File: src/rtl/id_issue_queue_pkg.sv
// Shared definitions for the ID issue queue: instruction field positions,
// the IF->ID entry layout, and the forward-port bundle width.
package id_issue_queue_pkg;

  localparam int RS_MSB = 25;
  localparam int RS_LSB = 21;
  localparam int RT_MSB = 20;
  localparam int RT_LSB = 16;

  localparam int REG_ZERO = 0;

  localparam int PC_W   = 32;
  localparam int INST_W = 32;

  typedef struct packed {
    logic [PC_W-1:0]   pc;
    logic [INST_W-1:0] inst;
  } if_id_t;

  // One forwarding port carries {we, pend, waddr, wdata}.
  function automatic int fwd_bundle_w(input int aw, input int dw);
    return 2 + aw + dw;
  endfunction

endpackage

File: src/rtl/id_issue_queue_fwd_resolve.sv
// Resolves one source operand against prioritised forwarding ports.
// Port 0 is the youngest producer and wins over higher-index ports.
module id_fwd_resolve
  import id_issue_queue_pkg::*;
#(
  parameter int NUM_FWD = 3,
  parameter int DATA_W  = 32,
  parameter int AW      = 5
) (
  input  logic [AW-1:0]             addr,
  input  logic [DATA_W-1:0]         rf_data,
  input  logic [NUM_FWD-1:0]        fwd_we,
  input  logic [NUM_FWD-1:0]        fwd_pend,
  input  logic [NUM_FWD*AW-1:0]     fwd_waddr,
  input  logic [NUM_FWD*DATA_W-1:0] fwd_wdata,
  output logic [DATA_W-1:0]         data,
  output logic                      hazard
);

  logic found;

  always_comb begin
    data   = rf_data;
    hazard = 1'b0;
    found  = 1'b0;
    if (addr == AW'(REG_ZERO)) begin
      data = '0;
    end else begin
      for (int i = 0; i < NUM_FWD; i++) begin
        if (!found && fwd_we[i] && (fwd_waddr[i*AW +: AW] == addr)) begin
          found = 1'b1;
          if (fwd_pend[i]) hazard = 1'b1;
          else             data   = fwd_wdata[i*DATA_W +: DATA_W];
        end
      end
    end
  end

endmodule

File: src/rtl/id_issue_queue.sv
// Decode-stage instruction queue: buffers fetched {pc, inst}, resolves rs/rt
// for the head entry via regfile + forwarding, and issues to EX on valid/ready.
module id_issue_queue
  import id_issue_queue_pkg::*;
#(
  parameter int DEPTH   = 4,
  parameter int NUM_FWD = 3,
  parameter int DATA_W  = 32,
  parameter int AW      = 5
) (
  input  logic                          clk,
  input  logic                          rst,
  input  logic                          flush,
  input  logic                          in_valid,
  output logic                          in_ready,
  input  logic [PC_W-1:0]               in_pc,
  input  logic [INST_W-1:0]             in_inst,
  output logic [AW-1:0]                 rf_raddr1,
  output logic [AW-1:0]                 rf_raddr2,
  input  logic [DATA_W-1:0]             rf_rdata1,
  input  logic [DATA_W-1:0]             rf_rdata2,
  input  logic [NUM_FWD-1:0]            fwd_we,
  input  logic [NUM_FWD-1:0]            fwd_pend,
  input  logic [NUM_FWD*AW-1:0]         fwd_waddr,
  input  logic [NUM_FWD*DATA_W-1:0]     fwd_wdata,
  output logic                          out_valid,
  input  logic                          out_ready,
  output logic [PC_W-1:0]               out_pc,
  output logic [INST_W-1:0]             out_inst,
  output logic [DATA_W-1:0]             out_rdata1,
  output logic [DATA_W-1:0]             out_rdata2,
  output logic                          stallreq,
  output logic [$clog2(DEPTH+1)-1:0]    count,
  output logic [15:0]                   stall_cnt
);

  localparam int PW = $clog2(DEPTH);
  localparam int CW = $clog2(DEPTH + 1);

  if_id_t            mem_q [DEPTH];
  if_id_t            mem_d [DEPTH];
  logic [PW-1:0]     wr_ptr_q, wr_ptr_d;
  logic [PW-1:0]     rd_ptr_q, rd_ptr_d;
  logic [CW-1:0]     count_q, count_d;
  logic [15:0]       stall_cnt_q, stall_cnt_d;

  logic              not_empty, push, pop, hazard, haz1, haz2;
  if_id_t            head;

  assign not_empty = (count_q != '0);
  // Zeroing the head when empty also forces both addresses to $0, so the
  // resolved operands read as 0 and no hazard can be raised.
  assign head      = not_empty ? mem_q[rd_ptr_q] : '0;

  assign rf_raddr1 = AW'(head.inst[RS_MSB:RS_LSB]);
  assign rf_raddr2 = AW'(head.inst[RT_MSB:RT_LSB]);
  assign out_pc    = head.pc;
  assign out_inst  = head.inst;

  id_fwd_resolve #(.NUM_FWD(NUM_FWD), .DATA_W(DATA_W), .AW(AW)) u_rs (
    .addr(rf_raddr1), .rf_data(rf_rdata1),
    .fwd_we(fwd_we), .fwd_pend(fwd_pend), .fwd_waddr(fwd_waddr), .fwd_wdata(fwd_wdata),
    .data(out_rdata1), .hazard(haz1)
  );

  id_fwd_resolve #(.NUM_FWD(NUM_FWD), .DATA_W(DATA_W), .AW(AW)) u_rt (
    .addr(rf_raddr2), .rf_data(rf_rdata2),
    .fwd_we(fwd_we), .fwd_pend(fwd_pend), .fwd_waddr(fwd_waddr), .fwd_wdata(fwd_wdata),
    .data(out_rdata2), .hazard(haz2)
  );

  assign hazard    = haz1 | haz2;
  assign in_ready  = (count_q != CW'(DEPTH));
  assign out_valid = not_empty & ~hazard & ~flush;
  assign stallreq  = not_empty & hazard;
  assign push      = in_valid & in_ready & ~flush;
  assign pop       = out_valid & out_ready;
  assign count     = count_q;
  assign stall_cnt = stall_cnt_q;

  always_comb begin
    mem_d    = mem_q;
    wr_ptr_d = wr_ptr_q;
    rd_ptr_d = rd_ptr_q;
    count_d  = count_q;
    if (flush) begin
      wr_ptr_d = '0;
      rd_ptr_d = '0;
      count_d  = '0;
    end else begin
      if (push) begin
        mem_d[wr_ptr_q] = {in_pc, in_inst};
        wr_ptr_d        = wr_ptr_q + 1'b1;
      end
      if (pop) rd_ptr_d = rd_ptr_q + 1'b1;
      if (push && !pop)      count_d = count_q + 1'b1;
      else if (pop && !push) count_d = count_q - 1'b1;
    end

    stall_cnt_d = stall_cnt_q;
    if (stallreq && (stall_cnt_q != 16'hFFFF)) stall_cnt_d = stall_cnt_q + 16'd1;
  end

  always_ff @(posedge clk or posedge rst) begin
    if (rst) begin
      for (int i = 0; i < DEPTH; i++) mem_q[i] <= '0;
      wr_ptr_q    <= '0;
      rd_ptr_q    <= '0;
      count_q     <= '0;
      stall_cnt_q <= '0;
    end else begin
      mem_q       <= mem_d;
      wr_ptr_q    <= wr_ptr_d;
      rd_ptr_q    <= rd_ptr_d;
      count_q     <= count_d;
      stall_cnt_q <= stall_cnt_d;
    end
  end

endmodule

File: config.mk
export PLATFORM = sky130hd
export DESIGN_NAME = id_issue_queue
export DESIGN_NICKNAME = d
export VERILOG_FILES = /design/src/rtl/id_issue_queue_pkg.sv /design/src/rtl/id_issue_queue_fwd_resolve.sv /design/src/rtl/id_issue_queue.sv
export SDC_FILE = /design/constraint.sdc
export NUM_CORES = 1
export LEC_CHECK = 0
export BUFFER_PORTS_ARGS = -buffer_cell sky130_fd_sc_hd__buf_2
export CAP_MARGIN = 5
export CORE_MARGIN = 5
export CORE_UTILIZATION = 45
export CTS_CLUSTER_SIZE = 40
export DETAILED_ROUTE_END_ITERATION = 8
export PLACE_DENSITY = 0.73
export SLEW_MARGIN = 20
export SYNTH_ARGS = -nofsm -noshare
export SYNTH_HDL_FRONTEND = slang
export SYNTH_SLANG_ARGS = --single-unit
File: constraint.sdc
create_clock -name clk -period 8.7 [get_ports clk]
set_input_delay 1.305 -clock clk [delete_from_list [all_inputs] [get_ports clk]]
set_output_delay 1.305 -clock clk [all_outputs]
set_load 0.03 [all_outputs]
== Yosys cells after proc, flatten, opt, wreduce, memory -nomap -nowiden ==
Cells that the tools add are included.

* Register bits: 279
* Input port bits: 250
* Output and inout port bits: 160
* Word-level logic and storage cells: 115

* Add/sub/neg operators: 5
* $lt $le $gt $ge: 3
* Equal/unequal tests: 8
* Muxes and demuxes: 49
* Bitwise operators: 11
* Reduce and logical (&&, ||, !) cells: 27

{| class="wikitable"
|+ Operator list
! kind !! count
|-
| $mux 32 || 14
|-
| $bwmux 256 || 1
|-
| $mux 64 || 4
|-
| $bmux 64 s2 || 1
|-
| $demux 64 s2 || 1
|-
| $eq 5x5->1 || 6
|-
| $mux 1 || 21
|-
| $add 16x1->16 const B || 1
|-
| $ne 16x16->1 const B || 1
|-
| $logic_and 1x1->1 || 14
|-
| $logic_not 5->1 || 2
|-
| $mux 3 || 3
|-
| $mux 2 || 4
|-
| $and 1x1->1 || 6
|-
| $ge 3x3->1 const B || 2
|-
| $logic_not 1->1 || 6
|-
| $not 2->3 || 2
|-
| $reduce_bool 3->1 || 2
|-
| $add 2x1->2 const B || 2
|-
| $reduce_bool 2->1 || 2
|-
| $add 3x1->3 const B || 1
|-
| $lt 3x1->1 const B || 1
|-
| $ne 3x3->1 const B || 1
|-
| $sub 3x1->3 const B || 1
|-
| other kinds (3) || 4
|}

== Logic depth before layout (Yosys ltp) ==
* Word-level depth: 28
* Gate-level depth with buffers: 17
* Depth with buffers taken out: 14

== Modules after synthesis ==
A second synthesis with hierarchy kept.

* Cell total of the unflattened synthesis: 1134
* Area total of the unflattened synthesis: 15284.7 µm²

{| class="wikitable"
|+ By module, submodules not included
! module !! instances !! cells each !! area an instance (µm²) !! seq. area each (µm²)
|-
| id_issue_queue || 1 || 832 || 12909.9 || 6981.7
|-
| id_fwd_resolve || 2 || 151 || 1187.4 || 0.0
|}

== Worst setup path after synthesis ==
OpenSTA, ideal clock, no wires.

* Path type: in2out
* Start point: in fwd_waddr[7]
* End point: out out_rdata1[31]
* Arrival time: 3.773 ns
* Data required time: 7.395 ns
* Setup slack: 3.622 ns
* Stages on the path: 8
* Path buffers: 1
* Cell sequence: inv_1 > or4b_1 > o21a_1 > o21a_1 > nor4_2 > clkbuf_1 > a21oi_1 > o21ai_0

* Cells in the longest elaborated chain, start to end: 9
* Elaborated cells between the ends (all ways): 11
* Classes of those cells: eq/ne (1); mux (6); reduce/logical (4)

{| class="wikitable"
|+ RTL lines
! element !! line !! RTL
|-
| from (decl) || id_issue_queue.sv:24 || <nowiki>input logic [NUM_FWD*AW-1:0] fwd_waddr,</nowiki>
|-
| $eq 5x5->1 * || id_issue_queue_fwd_resolve.sv:30 || <nowiki>if (!found && fwd_we[i] && (fwd_waddr[i*AW +: AW] == addr)) begin</nowiki>
|-
| $logic_and 1x1->1 * || id_issue_queue_fwd_resolve.sv:30 ||
|-
| $mux 1 || id_issue_queue_fwd_resolve.sv:30 ||
|-
| $mux 1 || id_issue_queue_fwd_resolve.sv:26 || <nowiki>if (addr == AW'(REG_ZERO)) begin</nowiki>
|-
| $logic_not 1->1 || id_issue_queue_fwd_resolve.sv:30 ||
|-
| $logic_and 1x1->1 (2 in a row) || id_issue_queue_fwd_resolve.sv:30 ||
|-
| $mux 32 * || id_issue_queue_fwd_resolve.sv:30 ||
|-
| $mux 32 * || id_issue_queue_fwd_resolve.sv:26 ||
|-
| to (decl) || id_issue_queue.sv:30 || <nowiki>output logic [DATA_W-1:0] out_rdata1,</nowiki>
|}

Mark *: on every way between the ends. The rest lies on a longest branch, timed or not. The select of a mux whose other input is x is not followed.

== Final worst setup path ==
* Start point: reg rd_ptr_q[1]
* End point: out out_rdata1[27]

* Cells in the longest elaborated chain, start to end: 19
* Elaborated cells between the ends (all ways): 26
* Classes of those cells: eq/ne (3); mux (14); bitwise (1); reduce/logical (8)

{| class="wikitable"
|+ RTL lines
! element !! line !! RTL
|-
| from (decl) || id_issue_queue.sv:43 || <nowiki>logic [PW-1:0] rd_ptr_q, rd_ptr_d;</nowiki>
|-
| from (signal assigned) || id_issue_queue.sv:114 || <nowiki>rd_ptr_q <= rd_ptr_d;</nowiki>
|-
| $not 2->3 (not written as such) * || id_issue_queue.sv:53 || <nowiki>assign head = not_empty ? mem_q[rd_ptr_q] : '0;</nowiki>
|-
| $bmux 64 s2 * || id_issue_queue.sv:53 ||
|-
| $mux 64 (not written as such) * (2 in a row) || id_issue_queue.sv:53 ||
|-
| $mux 64 * || id_issue_queue.sv:53 ||
|-
| $eq 5x5->1 || id_issue_queue_fwd_resolve.sv:30 ||
|-
| $logic_and 1x1->1 || id_issue_queue_fwd_resolve.sv:30 ||
|-
| $mux 1 || id_issue_queue_fwd_resolve.sv:30 ||
|-
| $mux 1 || id_issue_queue_fwd_resolve.sv:26 ||
|-
| $logic_not 1->1 || id_issue_queue_fwd_resolve.sv:30 ||
|-
| $logic_and 1x1->1 (2 in a row) || id_issue_queue_fwd_resolve.sv:30 ||
|-
| $mux 1 || id_issue_queue_fwd_resolve.sv:30 ||
|-
| $mux 1 || id_issue_queue_fwd_resolve.sv:26 ||
|-
| $logic_not 1->1 || id_issue_queue_fwd_resolve.sv:30 ||
|-
| $logic_and 1x1->1 (2 in a row) || id_issue_queue_fwd_resolve.sv:30 ||
|-
| $mux 32 || id_issue_queue_fwd_resolve.sv:30 ||
|-
| $mux 32 * || id_issue_queue_fwd_resolve.sv:26 ||
|}

Marks and branches as above.

==> results.yml <==
hold_path:
  worstHoldPathCells: 1
  min_delay_worst_endpoint: "stall_cnt[8]"
  hold_start: "stall_cnt[8]"
  hold_path.class: "reg2reg"
floorplanning:
  die_w_um: 197
  die_h_um: 197
  core-area_sq_um: 34500
  fp-row-count: 68
  start_util_pct: 45.4
  io_pins: 410
  dieArea_sq_um: 38600
clocking:
  cts_made_buffers: 28
  worstSkewPairLatency_ns: 0.53
  clockRootBuffer: "clkbuf_16"
  postCtsHoldBufs: 0
  cts.path.max_buffers: 3
  cts_resized: 0
  path_clk_slew_ns: 0.06
  cts_tree: "yes"
  h-tree-depth: 1
  cts.sinks: 279
  cts_setup_buffers: 0
yosys:
  syn_area_sq_um: 15700
  ys_ff_latch: 279
  syn-mean-instance-area_sq_um: 12.0
  synthSimpleGateAreaFrac_pct: 9.68
  synth_top_family_by_area: "multiplexers"
  synth_xor_area_share_pct: 1.62
  synth_nets: 1555
  synthAdderAreaFrac_pct: 0.528
  ys.flop_type: "dfrtp_1"
  ys_seq_area_share_pct: 44.6
  ys_types: 60
  synth_mux_area_share_pct: 34.2
  synth_cells: 1299
  synth-compound-area-share_pct: 5.97
  ys_warn_count: 0
  async_flop_share_pct: 100
  synth-edff-count: 0
setup_path:
  crit_type: "reg2out"
  r2r-start: "rd_ptr_q[1]"
  rrSetupSlack_ns: 3.32
  cp_top_family: "simple AND/OR/NAND/NOR gates"
  crit_fanout: 69
  path_buf_inv: 2
  cp_slowest_stage_delay_ns: 1.13
  slowest_stage: "dfrtp_4"
  crit_chain: "mux4_2 -> o21a_1 -> or3_1 -> a2111oi_4 -> nor2b_4 -> buf_4 -> mux2i_1 -> nor2_1 -> a21oi_1 -> o21ai_0 -> buf_2"
  r2r_cells: 13
  arrival_ns: 5.41
  cp-end-kind: "primary output"
  required_ns: 7.39
  r2r_end: "count[2]"
  worst_setup_path_start_kind: "register"
global_route:
  grt_usage_pct: 25.2
  antenna_found_initial: 32
  grt_max_degree: 75
  grt_pass1_vias: 12600
  grt_pass1_wl_mm: 76.8
  grt-ovfl-total: 0
sta:
  rsz0062_at_grt: "no"
  clock_skew_ns: 0.0125
  finalSetupViolCount: 0
  final.min_clock_period_ns: 6.71
  fmax_mhz: 149
  final_max_slew_viol_count: 0
  tightest_slew_ns: 1.17
  hold_viol: 0
  final.period_utilization_pct: 77.2
  relSlewSlack_pct: 21.8
  setup_tns_ns: 0
placed_design:
  dp_hpwl_mm: 36.9
  placed_area_sq_um: 18000
  io_buffers: 409
  routabilityCongestion: 0.994
route:
  drc: 0
  dr_total_vias: 12000
  firstDrtPassIters: 5
  wl_mm: 50.4
  drtIter0Drc: 502
  wire_per_inst_um: 23.5
  viasPerCell: 5.60
  postRouteAntennaNets: 0
finish:
  fin_area_sq_um: 19000
  drive_gt1_share_pct: 48.8
  fin_nets: 1908
  final_util_pct: 55.3
  nFillCells: 2981
  synthToLayoutAreaGrowth_pct: 21.7
pwr:
  finalPower_mw: 7.34
  vdd.ir_drop.worst_mv: 0.331
  leakage_nw: 8.94
  p_per_area_nw_per_um2: 385
flow_run:
  cap_violations: 0
status:
  outcome: "complete, no violations"
cell families (layout without fill, tap and decap cells):
logic type,Yosys count,count (layout)
muxes,423,423
and+or+nand+nor,292,292
DFF,279,279
AOI/OAI and AO/OA,152,152
buffers and inverters,118,492
xor gates and xnor gates,29,29
adders and majority gates,6,6
other,0,21
cells in the final DEF, fill, tap and decap left out, types with 15 or more instances in the layout:
cell | netlist | final
nand2_1 | 19 | 15
inv_1 | 19 | 18
nand3_1 | 45 | 45
xnor2_1 | 26 | 26
o21ai_0 | 35 | 35
mux2i_1 | 100 | 100
mux2_2 | 259 | 259
mux4_2 | 64 | 64
and2_1 | 65 | 65
a21oi_1 | 74 | 73
diode_2 | 0 | 21
nor2_1 | 108 | 108
dfrtp_1 | 279 | 277
clkbuf_16 | 0 | 29
buf_2 | 9 | 409
worst max-delay path by stage:
| stage | to | slack, ns | start | depth (start not counted) |
|---|---|---|---|---|
| after detailed placement | out_rdata1[27] | 2.51 | rd_ptr_q[0] | 11 |
| after global placement | out_rdata1[31] | 2.41 | rd_ptr_q[0] | 10 |
| after floorplan | out_rdata1[31] | 3.62 | fwd_waddr[7] | 8 |
| after global routing | out_rdata1[21] | 1.67 | rd_ptr_q[0] | 11 |
| after CTS | out_rdata1[27] | 1.93 | rd_ptr_q[0] | 11 |
| final | out_rdata1[27] | 1.99 | rd_ptr_q[1] | 11 |
cells in the mapped netlist, drive strengths merged, types with 2 or more instances:
cell type | number | area [sq um]
nand3b | 2 | 15.0
ha | 5 | 62.6
nor2b | 5 | 31.3
a21oi | 75 | 387
inv | 19 | 71.3
mux2i | 100 | 1000
and3 | 6 | 37.5
mux2 | 259 | 2920
xnor2 | 26 | 228
a31oi | 4 | 25.0
nor4 | 5 | 58.8
xor2 | 3 | 26.3
and2 | 65 | 407
nor3 | 9 | 45.0
a211oi | 3 | 32.5
and4 | 2 | 17.5
a2111o | 2 | 22.5
a221oi | 2 | 17.5
nor4b | 2 | 23.8
nand2 | 19 | 71.3
mux4 | 64 | 1440
o21a | 5 | 37.5
nor3b | 6 | 50.1
o31ai | 2 | 15.0
clkbuf | 66 | 248
nand2b | 4 | 25.0
o31a | 2 | 17.5
or3 | 3 | 18.8
dfrtp | 279 | 6980
buf | 33 | 206
nand3 | 45 | 225
o21ai | 44 | 220
a22oi | 2 | 15.0
o2111ai | 3 | 26.3
nand4 | 6 | 37.5
nor2 | 108 | 405
metal layers:
layer  track usage [%]  part of all wire (%)  wire length, um  vias to the layer above
met5                 0                  0.24              123                        -
met1              31.3                    39            19700                     6038
met3              5.30                   6.8             3450                       95
li1                  -                     -                -                     5448
met2              43.7                    50            25500                      422
met4              8.87                   3.3             1680                       22
flip-flops by register name, summed over array words and instances, names as in the netlist:
signal     cells
wr_ptr_q       2
mem_q        256
count          3
rd_ptr_q       2
stall_cnt     16
power by group:
group | leakage, nW | internal [mW] | switching [mW] | total, mW
Clock | 0.464 | 0.751 | 0.490 | 1.24
Sequential | 3.53 | 1.85 | 0.360 | 2.21
Combinational | 4.95 | 1.54 | 2.35 | 3.89
final cells by class:
type                            instances  area (sq um)  area share [%]
Tap cell                              455           569            2.99
Antenna cell                           21          52.6           0.276
Clock inverter                          9           131           0.690
Inverter                               19          75.1           0.394
Sequential cell                       279          6990            36.7
Clock buffer                           42           835            4.38
Timing Repair Buffer                  422          2140            11.3
Multi-Input combinational cell        902          8250            43.3
stage by stage:
step           hold WS (ns)  worst slack (ns)  std cells
3_5_place_dp          0.481              2.51       2077
3_3_place_gp          0.475              2.41       2077
4_1_cts               0.493              1.93       2128
2_1_floorplan         0.474              3.62       1299
5_1_grt               0.510              1.67       2145
6_report              0.489              1.99       2149
Note: power is estimated with default switching activity, not from simulation.
